`src/rtl/micro_sequencer.sv`:
```
// micro_sequencer: control-address sequencer for a microprogrammed CPU.
// CAR=0 fetches and dispatches on the instruction word presented on MDB.
// Every other address either steps to CAR+1 or, at the end of a
// microsequence, returns to fetch (or enters the interrupt sequence).
// HOLD freezes CAR and IR for memory wait states or a debug halt.
module micro_sequencer #(
  parameter int CAR_BITS = 6
) (
  input  logic                MCLK,
  input  logic                RST_n,
  input  logic [15:0]         MDB,
  input  logic                HOLD,
  input  logic                IRQ,
  input  logic                GIE,
  output logic [CAR_BITS-1:0] CAR,
  output logic [15:0]         IR,
  output logic                IFETCH,
  output logic                ILLEGAL
);

  typedef logic [CAR_BITS-1:0] car_t;

  // Addressing-mode class of the source operand; selects one of three
  // microsequence entry points for each instruction family.
  typedef enum logic [1:0] {
    SRC_REG,
    SRC_IND,
    SRC_IDX
  } src_class_e;

  localparam car_t CAR_FETCH     = car_t'(0);
  localparam car_t CAR_RETI      = car_t'(50);
  localparam car_t CAR_IRQ_ENTRY = car_t'(54);
  localparam car_t CAR_IRQ_LAST  = car_t'(58);
  localparam car_t CAR_JUMP      = car_t'(59);

  // As=11 with Rs=0 is the immediate form, which is sequenced like indexed.
  function automatic src_class_e src_class(input logic [1:0] as_f,
                                           input logic [3:0] rs);
    case (as_f)
      2'b00:   return SRC_REG;
      2'b10:   return SRC_IND;
      2'b01:   return SRC_IDX;
      default: return (rs == 4'd0) ? SRC_IDX : SRC_IND;
    endcase
  endfunction

  function automatic car_t pick_entry(input src_class_e cls,
                                      input car_t a_reg,
                                      input car_t a_ind,
                                      input car_t a_idx);
    case (cls)
      SRC_REG: return a_reg;
      SRC_IND: return a_ind;
      default: return a_idx;
    endcase
  endfunction

  // Last microinstruction of each sequence; IRQ is sampled only here.
  function automatic logic is_end(input car_t a);
    case (int'(a))
      1, 5, 7, 12, 15, 21, 22, 25, 29, 32, 35, 39, 42, 45, 49, 53, 58, 59:
        return 1'b1;
      default:
        return 1'b0;
    endcase
  endfunction

  car_t       r_car;
  logic [15:0] r_ir;
  logic       r_illegal;

  car_t       w_dispatch;
  car_t       w_car_next;
  logic       w_illegal;
  src_class_e w_src_single;
  src_class_e w_src_dual;

  // Decode the word on MDB into the first microaddress of its sequence.
  always_comb begin
    // NOTE: every output of a combinational block gets a default first so no
    // path leaves it unassigned, which would otherwise infer a latch.
    w_dispatch   = CAR_FETCH;
    w_illegal    = 1'b0;
    w_src_single = src_class(MDB[5:4], MDB[3:0]);
    w_src_dual   = src_class(MDB[5:4], MDB[11:8]);
    if (MDB[15:13] == 3'b001) begin
      w_dispatch = CAR_JUMP;
    end else if (MDB == 16'h1300) begin
      w_dispatch = CAR_RETI;
    end else if (MDB[15:7] == 9'h024) begin
      w_dispatch = pick_entry(w_src_single, car_t'(30), car_t'(33), car_t'(36));
    end else if (MDB[15:7] == 9'h025) begin
      w_dispatch = pick_entry(w_src_single, car_t'(40), car_t'(43), car_t'(46));
    end else if (MDB[15:10] == 6'b000100 && MDB[9:7] <= 3'd3) begin
      w_dispatch = pick_entry(w_src_single, car_t'(22), car_t'(23), car_t'(26));
    end else if (MDB[15:12] >= 4'd4) begin
      if (MDB[7]) begin
        w_dispatch = pick_entry(w_src_dual, car_t'(2), car_t'(8), car_t'(16));
      end else begin
        w_dispatch = pick_entry(w_src_dual, car_t'(1), car_t'(6), car_t'(13));
      end
    end else begin
      w_illegal = 1'b1;
    end
  end

  // Choose the next control address from the current one.
  always_comb begin
    w_car_next = CAR_FETCH;
    if (r_car == CAR_FETCH) begin
      w_car_next = w_dispatch;
    end else if (r_car > CAR_JUMP) begin
      w_car_next = CAR_FETCH;
    end else if (r_car == CAR_IRQ_LAST) begin
      w_car_next = CAR_FETCH;
    end else if (is_end(r_car)) begin
      w_car_next = (IRQ && GIE) ? CAR_IRQ_ENTRY : CAR_FETCH;
    end else begin
      w_car_next = r_car + car_t'(1);
    end
  end

  // Sequencer state: CAR and IR advance only on non-HOLD edges; ILLEGAL is a
  // one-cycle pulse following an undecodable fetch.
  always_ff @(posedge MCLK or negedge RST_n) begin
    if (!RST_n) begin
      r_car     <= CAR_FETCH;
      r_ir      <= 16'h0000;
      r_illegal <= 1'b0;
    end else begin
      // NOTE: state registers use non-blocking assignment so every register
      // samples the pre-edge values, independent of statement order.
      r_illegal <= 1'b0;
      if (!HOLD) begin
        r_car <= w_car_next;
        if (r_car == CAR_FETCH) begin
          r_ir      <= MDB;
          r_illegal <= w_illegal;
        end
      end
    end
  end

  assign CAR     = r_car;
  assign IR      = r_ir;
  assign ILLEGAL = r_illegal;
  assign IFETCH  = (r_car == CAR_FETCH);

endmodule
```
`config.mk`:
```
export PLATFORM = sky130hd
export DESIGN_NAME = micro_sequencer
export DESIGN_NICKNAME = d
export VERILOG_FILES = /design/src/rtl/micro_sequencer.sv
export SDC_FILE = /design/constraint.sdc
export NUM_CORES = 1
export LEC_CHECK = 0
export CORE_MARGIN = 2
export CORE_UTILIZATION = 35
export CTS_CLUSTER_DIAMETER = 80
export CTS_CLUSTER_SIZE = 14
export DETAILED_ROUTE_END_ITERATION = 10
export PLACE_DENSITY = 0.67
export SYNTH_ARGS = -nofsm -noshare
export SYNTH_HDL_FRONTEND = slang
export SYNTH_SLANG_ARGS = --single-unit
```
`constraint.sdc`:
```
create_clock -name MCLK -period 2.3 [get_ports MCLK]
set_clock_uncertainty 0.1 [all_clocks]
set_input_delay 0.69 -clock MCLK [delete_from_list [all_inputs] [get_ports MCLK]]
set_output_delay 0.69 -clock MCLK [all_outputs]
set_load 0.05 [all_outputs]
```
==> out/metrics.csv <==
metric;value;unit
routed_wl;4250;microns
io_pins;45;
clk_pin_slew;0.09;ns
crit_family;buffers and inverters;
avgSynthCellArea;9.38;sq um
fin_hold_ws;0.387;ns
ys_seq_area_share;36.9;%
synth_area_leader_cell;dfrtp_1;
fillers;399;
netlist_area;0.00156;sq mm
placed_area;0.00230;sq mm
multi_input_area;947;sq um
dp.final_hpwl;3300;microns
grt_pass1_wl;6820;microns
fin_crit_sh;97.4;%
yosysMostFrequentCell;dfrtp_1;
first_iter_violations;54;
slew_viol_final;0;
tns;0;ns
finalSetupViolCount;0;
yosys.area.top_type_share;36.9;%
htree_num_levels;1;
finalHoldViolations;0;
power.total;3.46;mW
critical_path.slowest_cell;clkdlybuf4s50_1;
die_y;70.7;microns
synthCells;166;
grt_pass1_vias;1564;
max-vdd-ir-drop;0.677;mV
grt_usage;16.8;%
path_class;flop to primary output;
ys_async_sr_fraction;100;%
vias_per_cell;5.29;
switching_share;49.2;%
cp-start-kind;flop;
vias;1555;
fin_ws;0.0608;ns
synth_common_cells;dfrtp_1 (23), nand2_1 (15), mux2_2 (13);
drive_gt1_share;36.8;%
initial_core_util;36.0;%
clkPwrFrac;7.5;%
hold_class;flop to flop;
run_status;finished clean;
diodes;0;
grt_max_degree;24;
fp.dieArea;0.00500;sq mm
min_period;2.24;ns
grt_overflow_total;0;
numCtsBuffers;3;
synth_edf_count;0;
cp_max_fo;2;
cap_violations;0;
critPathCaptureType;primary output;
worstPathRequired;1.51;ns
cts_tree;yes;
power_frac_seq;22.3;%
area.growth.synth_to_final;56.2;%
critical_path.max_stage_delay;0.81;ns
worstPathCellList;clkdlybuf4s50_1;
nets;268;
clk-insertion-delay-late;0.27;ns
p_sw;1.70;mW
yosysWarnings;0;
drcViolationCount;0;
cts.sinks;23;
root_buffer;clkbuf_8;
p_int;1.76;mW
fp-row-count;24;
seq_area;578;sq um
synth_cell_types;49;
synth_seq_cells;23;
antenna_found_initial;0;
globalplace.congestion;0.878;
wl_per_cell;14.5;microns
path_buf_inv;1;
max_freq;447;MHz
powerDensity;1420;mW/mm^2
synth.area.top_cells;dfrtp_1 (37%), mux2_2 (9.4%), a21oi_1 (3.9%);
synthesis.nets;191;
first_pass_iters;4;
max-clock-path-buffers;2;
worstMarginPinSlew;0.504;ns
chipWidth;70.7;microns
relSlewSlack;66.3;%
ys.flop_type;dfrtp_1;
core_area;0.00432;sq mm
worstPathArrival;1.45;ns
pre_cts_slack;-0.454;ns
p_leak;1.08;nW
fin_area;0.00243;sq mm
drtAntennaViolNets;0;
combPwrFrac;70.2;%
reg2reg_slack;0.11;ns
portBuffers;44;
[state kept, by name, indices dropped and copies added (netlist names)]
| signal | count |
|---|---|
| ILLEGAL | 1 |
| CAR | 6 |
| IR | 16 |
[worst register-to-register path, stage by stage, from the launching register on]
cell and delay [ns]:
dfrtp_2 0.44, inv_4 0.08, ha_4 0.22, mux2_4 0.26, a221oi_2 0.25, a211oi_2 0.10
or2_4 0.29, o31a_1 0.26, o221ai_2 0.12
[placed cells by master (no fill, tap or decap), types with 4 or more instances in the layout]
cell	Yosys	layout
o21ai_1	1	4
buf_12	0	4
a21oi_1	12	10
o21ai_0	11	8
nor3_1	6	4
dlymetal6s2s_1	0	4
clkdlybuf4s50_1	0	25
nand2_1	15	14
inv_1	8	5
dfrtp_1	23	21
mux2_2	13	13
nor2_1	7	7
buf_4	0	46
dlygate4sd2_1	0	4
nand3_1	4	4
a31oi_1	4	4
[per-stage QoR]
step	util (%)	instances
after floorplan	-	166
after global placement	53.3	286
after detailed placement	53.3	286
after CTS	54.9	291
after global routing	56.3	294
final	56.3	294
[metal layers]
layer | share of wire (%) | track usage [%]
met2 | 51 | 29.6
met5 | 0 | 0
met1 | 42 | 21.1
met4 | 1.6 | 6.29
met3 | 4.5 | 1.99
[final cells by class]
| cell class | count | area share [%] |
|---|---|---|
| Tap cell | 52 | 2.67 |
| Timing Repair Buffer | 83 | 31.3 |
| Clock inverter | 1 | 0.206 |
| Clock buffer | 3 | 1.70 |
| Inverter | 8 | 1.49 |
| Sequential cell | 23 | 23.8 |
| Multi-Input combinational cell | 124 | 38.9 |
[worst paths after layout]
| kind | start | to | depth (start not counted) |
|---|---|---|---|
| hold / removal | IR[14] | IR[14] | 1 |
| setup reg to reg | CAR[1] | CAR[3] | 8 |
| setup / recovery | IR[11] | IR[11] | 1 |
| min in group asynchronous | RST_n | IR[6] | 2 |
| max in group asynchronous | RST_n | CAR[0] | 2 |
| hold reg to reg | IR[14] | IR[14] | 1 |
[repair_timing]
item | in CTS | in global routing
endpoints found under the setup margin | 7 | 7
buffers inserted | 1 | 3
gates resized for setup | 12 | 12
hold buffers | 0 | 0
pin swaps | 8 | 7
[power by group through the flow]
stage / combinational, mW / clock [mW] / sequential, mW
after floorplan: 0.892 / 0 / 1.42
after global placement: 2.31 / 0 / 0.757
after detailed placement: 2.32 / 0 / 0.764
after CTS: 2.36 / 0.267 / 0.764
after global routing: 2.55 / 0.287 / 0.799
final: 2.43 / 0.260 / 0.771
[logic make-up after synthesis]
family | count (synthesis) | synth area share, %
adder cells (fa/ha/maj) | 4 | 3.21
AND/OR/NAND/NOR | 54 | 19.4
buffers and inverters | 19 | 6.02
XOR/XNOR | 3 | 1.69
AO/OA/AOI/OAI | 45 | 19.5
flip-flops | 23 | 36.9
multiplexers | 18 | 13.2
(Power assumes the default switching activity.)
